--- config.mk ---
export PLATFORM = sky130hd
export DESIGN_NAME = iob_regfile
export DESIGN_NICKNAME = d
export VERILOG_FILES = /design/src/rtl/iob_regfile_pkg.sv /design/src/rtl/iob_regfile_col.sv /design/src/rtl/iob_regfile.sv
export SDC_FILE = /design/constraint.sdc
export NUM_CORES = 1
export LEC_CHECK = 0
export CELL_PAD_IN_SITES_DETAIL_PLACEMENT = 1
export CELL_PAD_IN_SITES_GLOBAL_PLACEMENT = 2
export CORE_MARGIN = 2
export CORE_UTILIZATION = 48
export CTS_CLUSTER_SIZE = 14
export DETAILED_ROUTE_END_ITERATION = 8
export DONT_BUFFER_PORTS = 1
export PLACE_DENSITY_LB_ADDON = 0.1
export SYNTH_ARGS = -nofsm -noshare
export SYNTH_HDL_FRONTEND = slang
export SYNTH_SLANG_ARGS = --single-unit
--- constraint.sdc ---
create_clock -name clk -period 2.25 [get_ports clk]
set_clock_uncertainty 0.1 [all_clocks]
set_input_delay 0.1125 -clock clk [delete_from_list [all_inputs] [get_ports clk]]
set_output_delay 0.1125 -clock clk [all_outputs]
set_load 0.02 [all_outputs]
--- src/rtl/iob_regfile_pkg.sv ---
// Shared constants and helpers for the iob_regfile flop-based register file.
package iob_regfile_pkg;

  // Widest word that col_sel can slice.
  localparam int unsigned COL_SEL_MAX_W = 256;

  function automatic int unsigned depth(input int unsigned addr_width);
    return 32'd1 << addr_width;
  endfunction

  function automatic bit width_ok(input int unsigned data_width,
                                  input int unsigned num_col,
                                  input int unsigned col_width);
    return (data_width == num_col * col_width) && (data_width <= COL_SEL_MAX_W);
  endfunction

  // Column c of a word, right-aligned; callers cast down to their column width.
  function automatic logic [COL_SEL_MAX_W-1:0] col_sel(input logic [COL_SEL_MAX_W-1:0] word,
                                                       input int unsigned c,
                                                       input int unsigned col_width);
    logic [COL_SEL_MAX_W-1:0] mask;
    mask = (COL_SEL_MAX_W'(1) << col_width) - COL_SEL_MAX_W'(1);
    return (word >> (c * col_width)) & mask;
  endfunction

endpackage

--- src/rtl/iob_regfile_col.sv ---
// One COL_WIDTH-wide column of the register file: DEPTH flops, sync clear, read mux.
// IOB_REG_FILE_RDATA_REG_EN selects a registered, write-first read port.
module iob_regfile_col
  import iob_regfile_pkg::*;
#(
  parameter int unsigned COL_WIDTH  = 8,
  parameter int unsigned ADDR_WIDTH = 4
) (
  input  logic                  clk,
  input  logic                  rst,
  input  logic                  we,
  input  logic [ADDR_WIDTH-1:0] addr,
  input  logic [COL_WIDTH-1:0]  wdata,
  output logic [COL_WIDTH-1:0]  rdata
);

  localparam int unsigned DEPTH = depth(ADDR_WIDTH);

  logic [COL_WIDTH-1:0] mem [DEPTH];

  always_ff @(posedge clk) begin
    if (rst) begin
      for (int unsigned i = 0; i < DEPTH; i++) begin
        mem[i] <= '0;
      end
    end else if (we) begin
      mem[addr] <= wdata;
    end
  end

`ifdef IOB_REG_FILE_RDATA_REG_EN
  // Write-first: a write to the addressed word is visible in the same registered read.
  always_ff @(posedge clk) begin
    if (rst) begin
      rdata <= '0;
    end else if (we) begin
      rdata <= wdata;
    end else begin
      rdata <= mem[addr];
    end
  end
`else
  always_comb begin
    rdata = mem[addr];
  end
`endif

endmodule

--- src/rtl/iob_regfile.sv ---
// Flop-based register file with per-column write enables and a shared address.
// Define IOB_REG_FILE_RDATA_REG_EN for a one-cycle registered read; default is combinational.
module iob_regfile
  import iob_regfile_pkg::*;
#(
  parameter int unsigned NUM_COL    = 4,
  parameter int unsigned COL_WIDTH  = 8,
  parameter int unsigned ADDR_WIDTH = 4,
  parameter int unsigned DATA_WIDTH = 32
) (
  input  logic                  clk,
  input  logic                  rst,
  input  logic [DATA_WIDTH-1:0] wdata,
  input  logic [ADDR_WIDTH-1:0] addr,
  input  logic [NUM_COL-1:0]    en,
  output logic [DATA_WIDTH-1:0] rdata
);

  if (!width_ok(DATA_WIDTH, NUM_COL, COL_WIDTH)) begin : g_width_check
    $error("iob_regfile: DATA_WIDTH must equal NUM_COL*COL_WIDTH (and fit col_sel)");
  end

  for (genvar c = 0; c < NUM_COL; c++) begin : g_col
    logic [COL_WIDTH-1:0] col_wdata;

    always_comb begin
      col_wdata = COL_WIDTH'(col_sel(COL_SEL_MAX_W'(wdata), c, COL_WIDTH));
    end

    iob_regfile_col #(
      .COL_WIDTH  (COL_WIDTH),
      .ADDR_WIDTH (ADDR_WIDTH)
    ) u_col (
      .clk   (clk),
      .rst   (rst),
      .we    (en[c]),
      .addr  (addr),
      .wdata (col_wdata),
      .rdata (rdata[c*COL_WIDTH +: COL_WIDTH])
    );
  end

endmodule

==> impl_summary.md, run 1 <==
Min path
The path class of the tightest hold or removal check is in -> reg.

Timing
Setup repair after global routing left no endpoint under its margin. For the pin with the worst max-slew slack, the measured transition is approximately 0.82 ns. The max-slew violation count was 0. Derived from the worst setup path, the maximum achievable clock frequency is ~450 MHz. The final clock period utilization by the worst path is between 90% and 100%. The final-report hold violation count is 0. Headroom to the max-slew limit came out at between 40% and 50%. The setup-violating endpoint count in the final report is 0.

The total negative setup slack is 0 ns. The clock period minus worst slack is about 2.2 ns.

Global routing
Global routing used around 24% of the available tracks across all layers. The initial antenna violation count is 6. The first global-routing pass estimated 88780 µm of wire.

The overflow left after global routing is 0. The number of global-route vias before repair is between 10000 and 15000. Entering global routing, the biggest net connects about 150 pins.

Finish
For this run, the share of the core covered by cells in the final layout is 55.20%. In the final layout, the share of cells above drive strength 1 is 23.40%. After the last flow step, the layout net total stands at between 1500 and 2000. The largest registers in the layout are g_col.u_col.mem (512).

The most common library cell in the layout ignoring fill and taps is sky130_fd_sc_hd__and2_1. The register with the most flip-flops in the layout has approximately 510 of them. More flip-flops sit in one register than any other, and that register is g_col.u_col.mem. Leaving out fill and tap cells, the most frequent cells in the layout are sky130_fd_sc_hd__and2_1 (513), sky130_fd_sc_hd__edfxtp_1 (512), sky130_fd_sc_hd__mux4_2 (128). The area overhead of the layout relative to synthesis is 12.97%. The number of fill cells is between 4000 and 5000.

Power and ir drop
The switching part of the total is about 22%. Power spread over the standard cell area amounts to around 800 nW/µm². The portion of total power attributed to combinational logic is between 7 and 8%. The fraction of power consumed by sequential logic is 52.6%. The worst-case IR drop observed on VDD is 608.6 µV. The analysis attributes to cell leakage a power of 9.155 nW. Per report_power, the clock group accounts for approximately two fifths of the total. For this design the total switching power over the nets is roughly 0.0048 W. The internal portion of the total power is 0.01650 W.

Placed design
The sum of net half-perimeters after detailed placement is 35830 µm. At the end of routability-driven placement, the weighted congestion stood at 0.7463. The count of input and output buffers is 0.

Synthesis
A synthesized cell averages between 15 and 20 µm². The register bit total from synthesis is approximately 510. The synthesized netlist devotes about 18% of its cell area to simple gates. The sequential share of the synthesized area is 65.63%. For this run, the number of Yosys warnings is 0. The area share of xor/xnor cells in the synthesized design is 0%. The cell count after synthesis came out at approximately 1500. The post-synthesis compound-gate area fraction is under 10%. Synthesis instantiated 19 different standard cells from the library. The number of nets in the synthesized netlist is ~1500. In this run the cell area of the synthesized design comes to about 23000 µm². The main combinational cell family by area after synthesis is simple AND/OR/NAND/NOR gates. The mux contribution to synthesized area is 12.31%. The post-synthesis adder-cell area fraction is 0%.

Clock network
The total setup buffers inserted after CTS is 0. The root buffer cell chosen for the clock tree is sky130_fd_sc_hd__clkbuf_16. In this run the number of H-tree levels came out at 2. TritonCTS built the clock tree. The number of buffers on the longest clock path is 3. The clock input transition at the sequential cells of the worst setup and hold paths is approximately 0.06 ns.

The clock buffer count from CTS is 55. The number of clock sinks seen by CTS is 512.

Critical path
The required time of the critical path is ~2.0 ns. The kind of capture point of the worst setup path is a primary output. The category of the most critical setup path is reg -> out.

The data arrival time of the critical path is ~2 ns. The largest fanout of any net on the critical path is 1. The startpoint type of the worst setup path is a register.

Routing
The first routing iteration left around 1100 violations. Dividing the detail-routed via count by the number of cells gives between 5 and 6. The DRC violations left is 0. After detailed routing, the total wire length is approximately 60000 µm. The detailed router placed 12596 vias in this run. The detail-routed net length per standard cell is 27.00 µm.

For this run, the detailed router's first-pass iteration total came to 5. The detail route stage leaves a number of antenna-violating nets equal to 0.

Job
The number of maximum-capacitance violations is 0.

Floorplan
The starting density of the core is 48.86%. The row count is 80. The area enclosed by the die boundary is 50590 µm². The I/O pin count is 74.

The die is 224.9 µm wide. Measured along the y axis, the die boundary spans approximately 220 µm. After floorplanning, the core was sized to cover roughly 48000 µm².

Outcome
The run finished with clean final reports.
==> synthesized netlist by cell type (all sizes together) <==
library cell	number	area, µm²
nor2	65	294.0
or4b	4	55.05
nand4b	4	35.03
nand4bb	8	90.09
buf	29	206.5
edfxtp	512	15370
clkbuf	65	244.0
or2	65	406.6
mux4	128	2883
nor2b	2	12.51
a22oi	64	480.5
and2	513	3209
nand2b	2	12.51
nand2	33	123.9
==> power groups by stage <==
stage	clock network (W)	registers, W	logic [W]
finish	0.00848	0.0112	0.00159
global placement	0	0.0114	0.00130
global route	0.00896	0.0112	0.00168
detailed placement	0	0.0114	0.00131
floorplan	0	0.0113	0.00113
CTS	0.00862	0.0112	0.00161
==> logic make-up after synthesis <==
family,count (synthesis)
simple gates,696
flops,512
mux,128
buf+inv,94
compound gates,64
==> area by class of cell <==
type | count | area (µm²) | area share, %
Timing Repair Buffer | 95 | 880.8 | 3.328
Tap cell | 615 | 769.5 | 2.908
Clock inverter | 29 | 177.7 | 0.6713
Multi-Input combinational cell | 888 | 7777 | 29.39
Antenna cell | 4 | 10.01 | 0.03782
Clock buffer | 70 | 1475 | 5.574
Sequential cell | 512 | 15370 | 58.09
==> critical path, stage by stage (launching register included) <==
cell,delay (ns)
sky130_fd_sc_hd__edfxtp_1,0.40
sky130_fd_sc_hd__mux4_2,0.49
sky130_fd_sc_hd__a22oi_1,0.32
sky130_fd_sc_hd__nand2_2,0.17
==> layer usage <==
layer	routed length, µm	GRT usage [%]	vias up
met1	26050	33.52	6621
li1	-	-	5650
met3	2828	3.507	59
met2	30040	41.26	266
met5	0	0	-
met4	836	5.853	0
==> final timing paths <==
| kind | from | to | depth (start not counted) |
|---|---|---|---|
| min | rst | g_col[0].u_col.mem[7][1] | 1 |
| max | g_col[1].u_col.mem[3][1] | rdata[9] | 3 |
==> through the flow <==
step	worst slack [ns]	cell area, µm²	std cells	hold WS (ns)	total power, W
2_1_floorplan	0.5066	23430	1494	0.2107	0.01242
5_1_grt	0.0004141	26460	2210	0.04116	0.02188
6_report	0.04795	26470	2213	0.02282	0.02127
3_5_place_dp	0.3610	24190	2066	0.2162	0.01271
3_3_place_gp	0.3661	24190	2066	0.2122	0.01266
4_1_cts	0.006176	26430	2209	0.005037	0.02143
==> what timing repair did <==
| action | CTS | global route |
|---|---|---|
| endpoints found under the hold margin | 1008 | 0 |
| gates resized for setup | 37 | 7 |
| pin swaps | 0 | 1 |
| endpoints found under the setup margin | 24 | 8 |
| hold buffers | 44 | 0 |
(Power assumes the default switching activity.)
==> run 2: changes to the inputs <==
- HOLD_SLACK_MARGIN: unset -> 0.03
- REMOVE_ABC_BUFFERS: unset -> 1
==> run 2 against run 1 <==
Effect of this change:
- critical path type is now in -> reg
- critical endpoint is now g_col[3].u_col.mem[6][5]
- critical path depth grew 2
- utilization fell by 0.11 points
- global-route usage rose by 0.19 points
- total power about the same
- clock power barely moved
- count of clock-buffer cells in the layout grew 3
- first-iteration DRC count is essentially flat
- non-clock buffer count shrank 10
- worst setup slack got worse by 0.072 ns
- die area stayed put
- the flow now finishes with violations (setup timing)
- largest cell class unchanged
- highest routed layer is now met5
==> impl_summary.md, run 2 (synthesized netlist as in run 1, its figures left out) <==
Global routing
The global router's overall resource usage is 24.55% (+0.19 points). The number of global-route vias before repair was 13559 (+1.2%). The pin count of the biggest net entering global routing is 145 (unchanged). The overflow left after global routing is 0 (unchanged). The initial antenna violation count is 5 (-1). The global-route wire length before repair is 90380 µm (+1.8%).

Placed design
The sum of net half-perimeters after detailed placement is 35800 µm (about the same). The setup slack after placement is 0.3227 ns (-0.03833 ns). The count of input and output buffers came to 0 (unchanged). The cell area after placement is 24040 µm² (-0.63%).

The final estimated routing congestion in global placement was 0.7498 (+0.47%).

Timing
The setup-violating endpoint count in the final report is 8 (+8). The max-slew violation count is 0 (unchanged). The final-report hold violation count is 0 (unchanged). The final clock period utilization by the worst path is 101.1% (+3.2 points). The top achievable clock speed was 439.7 MHz (-3.2%). The setup slack after layout is -0.02447 ns (-0.07242 ns). The clock period minus worst slack is 2.274 ns (+0.07242 ns). The slew at the pin closest to its max-slew limit was 0.8630 ns (+0.04166 ns).

Setup repair after global routing could not meet its margin everywhere. The tightest slew margin relative to the limit is 42.28% (-2.9 points).

Floorplan
The starting density of the core is 48.86% (unchanged). The die span in x is 224.9 µm (unchanged). The I/O pin count was 74 (unchanged). The total core area was 47950 µm² (unchanged). The chip height is 224.9 µm (unchanged). The row count came to 80 (unchanged).

The area enclosed by the die boundary came to 50590 µm² (unchanged).

Min path
The count of cells along the worst hold path is 3 (+2). The kind of path behind the tightest hold check is in -> reg.

Clock network
The maximum level of the CTS H-tree is 2 (unchanged). The clock buffer count from CTS is 55 (unchanged). The CTS tree is done.

The total setup buffers inserted after CTS is 0 (unchanged). The clock root buffer is sky130_fd_sc_hd__clkbuf_16. The number of buffers on the longest clock path was 3 (unchanged). The clock input transition at the sequential cells of the worst setup and hold paths is 0.06 ns (about the same). The number of clock sinks seen by CTS is 512 (unchanged).

Finish
More flip-flops sit in one register than any other, and that register is g_col.u_col.mem. The final-stage net count was 1584 (-0.63%). The final cell area excluding filler cells is 26410 µm² (-0.20%). The fraction of final layout cells with drive strength greater than 1 is 23.14% (-0.26 points).

The flip-flop count of the largest register after layout is 512 (unchanged). In the final layout, the registers with the most flip-flops are g_col.u_col.mem (512). Leaving out fill and tap cells, the most frequent cells in the layout are sky130_fd_sc_hd__and2_1 (512), sky130_fd_sc_hd__edfxtp_1 (512), sky130_fd_sc_hd__mux4_2 (128). The area overhead of the layout relative to synthesis is 12.74%. The number of fill cells is 4444 (+1.5%).

Routing
The sum of routed wire length over all layers is 59640 µm (-0.20%). The detail-routed net length per standard cell is 27.14 µm (+0.49%). The number of design-rule violations left by the first detailed-router iteration is 1118 (+0.090%).

The routed via count is 12797 (+1.6%). The length of the first detailed-routing pass in iterations is 5 (unchanged). The average vias per placed instance is 5.822 (+2.3%).

The DRC violations left was 0 (unchanged). The number of nets with antenna violations after detailed routing is 0 (unchanged).

Critical path
The worst setup path is of the in -> reg kind. The kind of capture point of the worst setup path is a register. The data arrival time of the critical path came to 2.47 ns (+0.48 ns).

The largest fanout of any net on the critical path came to 9 (+8). STA classifies the critical path startpoint as an input port. The required time of the critical path is 2.45 ns (+0.41 ns).

Outcome
The flow ran to the end, but the final reports show violations. The checks that failed: setup timing.

Power and ir drop
The peak ir drop on the vdd network came to 550.2 µV (-9.6%). The total power of the final layout came to 0.02129 W (about the same). The total power density per cell area is 805.9 nW/µm² (+0.29%).

The total leakage power is 9.076 nW (-0.86%).

Job
The number of maximum-capacitance violations is 0 (unchanged).
==> run 2: cell types whose count changed in the layout (fill, tap and decap cells not counted), moves of 4 or more <==
cell	previous run	this run
sky130_fd_sc_hd__clkinv_1	20	15
sky130_fd_sc_hd__dlygate4sd3_1	42	50
sky130_fd_sc_hd__a22oi_2	18	23
sky130_fd_sc_hd__buf_4	48	33
sky130_fd_sc_hd__nor2_2	21	17
sky130_fd_sc_hd__nand2_2	24	29
sky130_fd_sc_hd__nand2_1	9	4
sky130_fd_sc_hd__a22oi_1	46	41
==> run 2: per-stage QoR <==
stage / instances / util [%] / hold slack, ns / setup TNS [ns]
global placement: 2049 / 50.14 / 0.2118 / 0
floorplan: 1400 / - / 0.2107 / 0
global route: 2198 / 55.09 / 0.07385 / -1.361
detailed placement: 2049 / 50.14 / 0.2163 / 0
finish: 2198 / 55.09 / 0.05403 / -0.1867
CTS: 2197 / 54.99 / 0.03240 / -0.02138
==> run 2: timing repair <==
item / 4_1_cts / 5_1_grt
endpoints found under the setup margin: 30 / 46
hold buffers: 51 / 0
gates resized for setup: 46 / 10
endpoints found under the hold margin: 1024 / 0
==> run 2: report_power, final <==
part	leakage (nW)	switching [W]	internal, W	total [W]
sequential	4.88	0.000176	0.0110	0.0112
clock	0.800	0.00366	0.00481	0.00848
combinational	3.39	0.000952	0.000646	0.00160
total	9.08	0.00479	0.0165	0.0213
==> run 2: cell type report <==
class	count	area, µm²	share of cell area, %
multi-input cells	888	7831	29.65
well taps	615	769.5	2.913
clock buffers	73	1486	5.628
diodes	1	2.502	0.009475
flip-flops and latches	512	15370	58.21
clock inverters	24	151.4	0.5732
repair buffers	85	795.8	3.013
==> run 2: per-layer routing <==
layer,GRT usage (%),vias to the layer above,part of all wire (%)
li1,-,5636,-
met1,36.15,6726,45
met2,38.80,339,48
met3,3.194,92,5.0
met4,6.729,4,2.2
met5,0,-,0.035
==> run 2: path summary, 6_finish.rpt <==
path / from / endpoint
hold / removal: addr[3] / g_col[0].u_col.mem[8][3]
setup / recovery: en[3] / g_col[3].u_col.mem[6][5]
==> run 2: worst max-delay path, stage by stage <==
cell and delay (ns):
sky130_fd_sc_hd__dlygate4sd3_1 0.57, sky130_fd_sc_hd__or4b_4 0.46, sky130_fd_sc_hd__dlygate4sd3_1 0.69, sky130_fd_sc_hd__nor2_2 0.32
sky130_fd_sc_hd__or2_2 0.31
==> run 3: changes to the inputs <==
- CELL_PAD_IN_SITES_DETAIL_PLACEMENT: 1 -> 0
- CELL_PAD_IN_SITES_GLOBAL_PLACEMENT: 2 -> 1
- CORE_UTILIZATION: 48 -> 55
- SYNTH_HIERARCHICAL: unset -> 1
==> run 3 against run 2 <==
Effect of this change:
- largest power group unchanged
- first-iteration DRC count fell by 18%
- combinational power fell by 4%
- utilization rose by 7.3 points
- worst hold slack improved by 0.018 ns
- count of clock-buffer cells in the layout fell by 3
- critical path depth fell by 2
- critical endpoint is now rdata[18]
- wire length fell by 7.5%
- sequential cell count did not move
- total power fell by 2.9%
- maximum frequency rose by 2.9%
- the flow now finishes without violations
- global-route usage rose by 0.94 points
==> impl_summary.md, run 3 <==
Outcome
The run finished with clean final reports.

Timing
The final-report hold violation count is 0 (unchanged). The clock period minus worst slack came to 2.210 ns (-0.06422 ns). The slew at the pin closest to its max-slew limit is 0.9719 ns (+0.1090 ns). The final clock period utilization by the worst path is 98.23% (-2.9 points). The tightest slew margin relative to the limit is 35.20% (-7.1 points).

The total negative setup slack is 0 ns (+0.1867 ns). Setup repair after global routing left no endpoint under its margin. The max-slew violation count came to 0 (unchanged). The top achievable clock speed is 452.4 MHz (+2.9%). The setup slack after layout is 0.03975 ns (+0.06422 ns). The setup-violating endpoint count in the final report is 0 (-8).

Placed design
The cell area after placement is 24110 µm² (+0.29%). The sum of net half-perimeters after detailed placement was 31580 µm (-12%). The setup slack after placement is 0.4051 ns (+0.08243 ns). The count of input and output buffers came to 0 (unchanged).

The final estimated routing congestion in global placement was 0.7649 (+2.0%).

Routing
The sum of routed wire length over all layers is 55160 µm (-7.5%). The routed via count came to 12729 (-0.53%). The number of design-rule violations left by the first detailed-router iteration was 917 (-18%). The length of the first detailed-routing pass in iterations came to 5 (unchanged).

The average vias per placed instance is 5.965 (+2.5%). The detail-routed net length per standard cell is 25.85 µm (-4.7%). The DRC violations left came to 0 (unchanged). The number of nets with antenna violations after detailed routing was 0 (unchanged).

Synthesis
The register bit total from synthesis came to 512 (unchanged). The count of warnings emitted by yosys came to 6 (+6). By area the synthesized netlist is led by sky130_fd_sc_hd__edfxtp_1 (65%), sky130_fd_sc_hd__and2_1 (14%), sky130_fd_sc_hd__mux4_2 (12%). The post-synth design cell area is 23520 µm² (+0.41%).

The number of different library cells in the post-synthesis netlist is 20 (+1). The number of synthesized flops with an enable pin was 512 (unchanged). The dominant register cell in the synthesized netlist is sky130_fd_sc_hd__edfxtp_1. The fraction of synthesis flops using an asynchronous set or reset pin came to 0% (unchanged). The synthesized area per cell came to 15.64 µm² (-0.26%).

The gate count of the mapped netlist was 1504 (+0.67%). The fraction of post-synthesis cell area in the top cell type by area is 65.36% (-0.27 points). Summed over all instances, the cell type with the most area after synthesis is sky130_fd_sc_hd__edfxtp_1.

Ranked by instance count, the synthesized netlist is headed by sky130_fd_sc_hd__and2_1 (516), sky130_fd_sc_hd__edfxtp_1 (512), sky130_fd_sc_hd__mux4_2 (128), sky130_fd_sc_hd__a22oi_1 (64), sky130_fd_sc_hd__or2_2 (64). The sequential share of the synthesized area came to 65.36% (-0.27 points). The dominant cell by count in the synthesized netlist is sky130_fd_sc_hd__and2_1.

Clock network
The CTS tree is done. The tree is rooted in a sky130_fd_sc_hd__clkbuf_16. The number of clock sinks seen by CTS is 512 (unchanged).

The number of buffers on the longest clock path was 3 (unchanged). The maximum level of the CTS H-tree is 2 (unchanged). The clock buffer count from CTS was 52 (-5.5%). The clock input transition at the sequential cells of the worst setup and hold paths is 0.06 ns (about the same).

Critical path
STA classifies the critical path startpoint as a register. Walking the worst path, the cells encountered are mux4_2, a22oi_1, nand2_2. The required time of the critical path is 2.04 ns (-0.41 ns). The kind of capture point of the worst setup path is a primary output.

The largest incremental delay on the critical path was 0.48 ns (-0.21 ns). Broken down by cell family, the worst path's largest delay share belongs to multiplexers. The slowest stage of the critical path is the sky130_fd_sc_hd__mux4_2 cell. The largest fanout of any net on the critical path is 1 (-8). The category of the most critical setup path is reg -> out. The worst path buffer plus inverter count is 0 (-2). The data arrival time of the critical path came to 2.00 ns (-0.47 ns).

Finish
The fraction of final layout cells with drive strength greater than 1 is 21.52% (-1.6 points). The final cell area excluding filler cells was 26220 µm² (-0.73%). The area overhead of the layout relative to synthesis is 11.46%. In the layout the commonest cells are sky130_fd_sc_hd__and2_1 (516), sky130_fd_sc_hd__edfxtp_1 (512), sky130_fd_sc_hd__mux4_2 (128). The register with the highest flop count is g_col.u_col/mem. The final-stage net count is 1600 (+1.0%).

The flip-flop count of the largest register after layout came to 512 (unchanged). In the final layout, the registers with the most flip-flops are g_col.u_col/mem (512). The number of fill cells is 3136 (-29%). Leaving out fill and tap cells, the most frequent cell in the layout is sky130_fd_sc_hd__and2_1.

Power and ir drop
The peak ir drop on the vdd network is 569.6 µV (+3.5%). The fraction of power consumed by sequential logic came to 54.1% (+1.4 points). The internal cell power was 0.01617 W (-2.0%). The switching part of the total is 21.79% (-0.72 points). The total power density per cell area is 788.6 nW/µm² (-2.1%). The clock network fraction of total power is 38.4% (-1.4 points). The portion of total power attributed to combinational logic is 7.5% (about the same). The switching power total came to 0.004506 W (-6.0%). The total leakage power was 9.089 nW (+0.15%).

Floorplan
The starting density of the core is 55.95% (+7.1 points). The die span in x came to 210.8 µm (-6.3%). The area enclosed by the die boundary is 44440 µm² (-12%).

The row count is 75 (-6.3%). The I/O pin count was 74 (unchanged). The chip height is 210.8 µm (-6.3%). The total core area is 42040 µm² (-12%).

Job
The number of maximum-capacitance violations is 0 (unchanged).

Global routing
The pin count of the biggest net entering global routing is 145 (unchanged). The overflow left after global routing is 0 (unchanged). The global-route wire length before repair was 82060 µm (-9.2%). The number of global-route vias before repair is 12999 (-4.1%). The global router's overall resource usage came to 25.49% (+0.94 points). The initial antenna violation count came to 3 (-2).

Min path
The kind of path behind the tightest hold check is in -> reg.
-- run 3: cell families (layout without fill, tap and decap cells) --
| family | after synthesis | after routing | synth area share, % |
|---|---|---|---|
| AO/OA/AOI/OAI | 64 | 64 | 2.043 |
| buffers and inverters | 84 | 174 | 1.660 |
| flip-flops | 512 | 512 | 65.36 |
| multiplexers | 128 | 128 | 12.26 |
| other | 0 | 1 | 0 |
| AND/OR/NAND/NOR | 716 | 716 | 18.68 |
-- run 3: final cells by class --
cell class,count,area (µm²),share of cell area [%]
Clock inverter,20,131.4,0.5011
Clock buffer,70,1390,5.302
Multi-Input combinational cell,908,7863,29.99
Sequential cell,512,15370,58.64
Timing Repair Buffer,84,783.3,2.987
Antenna cell,1,2.502,0.009544
Tap cell,539,674.4,2.572
-- run 3: power by group through the flow --
stage	sequential, W	combinational [W]	clock, W
after detailed placement	0.0114	0.00125	0
final	0.0112	0.00154	0.00795
after global routing	0.0112	0.00163	0.00846
after floorplan	0.0113	0.000948	0
after global placement	0.0114	0.00123	0
after CTS	0.0112	0.00153	0.00813
-- run 3: what timing repair did --
action / 4_1_cts / 5_1_grt
endpoints found under the setup margin: 8 / 60
buffers inserted: 0 / 0
hold endpoints to repair: 1024 / 0
resized for setup: 10 / 22
hold buffers: 44 / 0
-- run 3: per-stage QoR --
| stage | instances | utilization [%] | hold WS, ns | total power, W |
|---|---|---|---|---|
| after global placement | 1999 | 57.34 | 0.2120 | 0.01260 |
| after detailed placement | 1999 | 57.34 | 0.2150 | 0.01263 |
| after CTS | 2133 | 62.18 | 0.03265 | 0.02085 |
| after floorplan | 1420 | - | 0.2107 | 0.01224 |
| after global routing | 2133 | 62.36 | 0.05113 | 0.02132 |
| final | 2134 | 62.37 | 0.07249 | 0.02068 |
-- run 3: final timing paths --
path | startpoint | end | slack, ns | cells past startpoint
worst max-delay path | g_col[2].u_col/mem[1][2] | rdata[18] | 0.04 | 3
worst min-delay path | rst | g_col[2].u_col/mem[12][1] | 0.07 | 3
-- run 3: metal layers --
metal | global-route usage [%] | part of all wire (%) | up-vias
met5 | 0 | 0.020 | -
met4 | 7.892 | 2.5 | 2
met3 | 4.668 | 6.7 | 80
met2 | 40.92 | 48 | 401
met1 | 35.92 | 42 | 6540
li1 | - | - | 5706
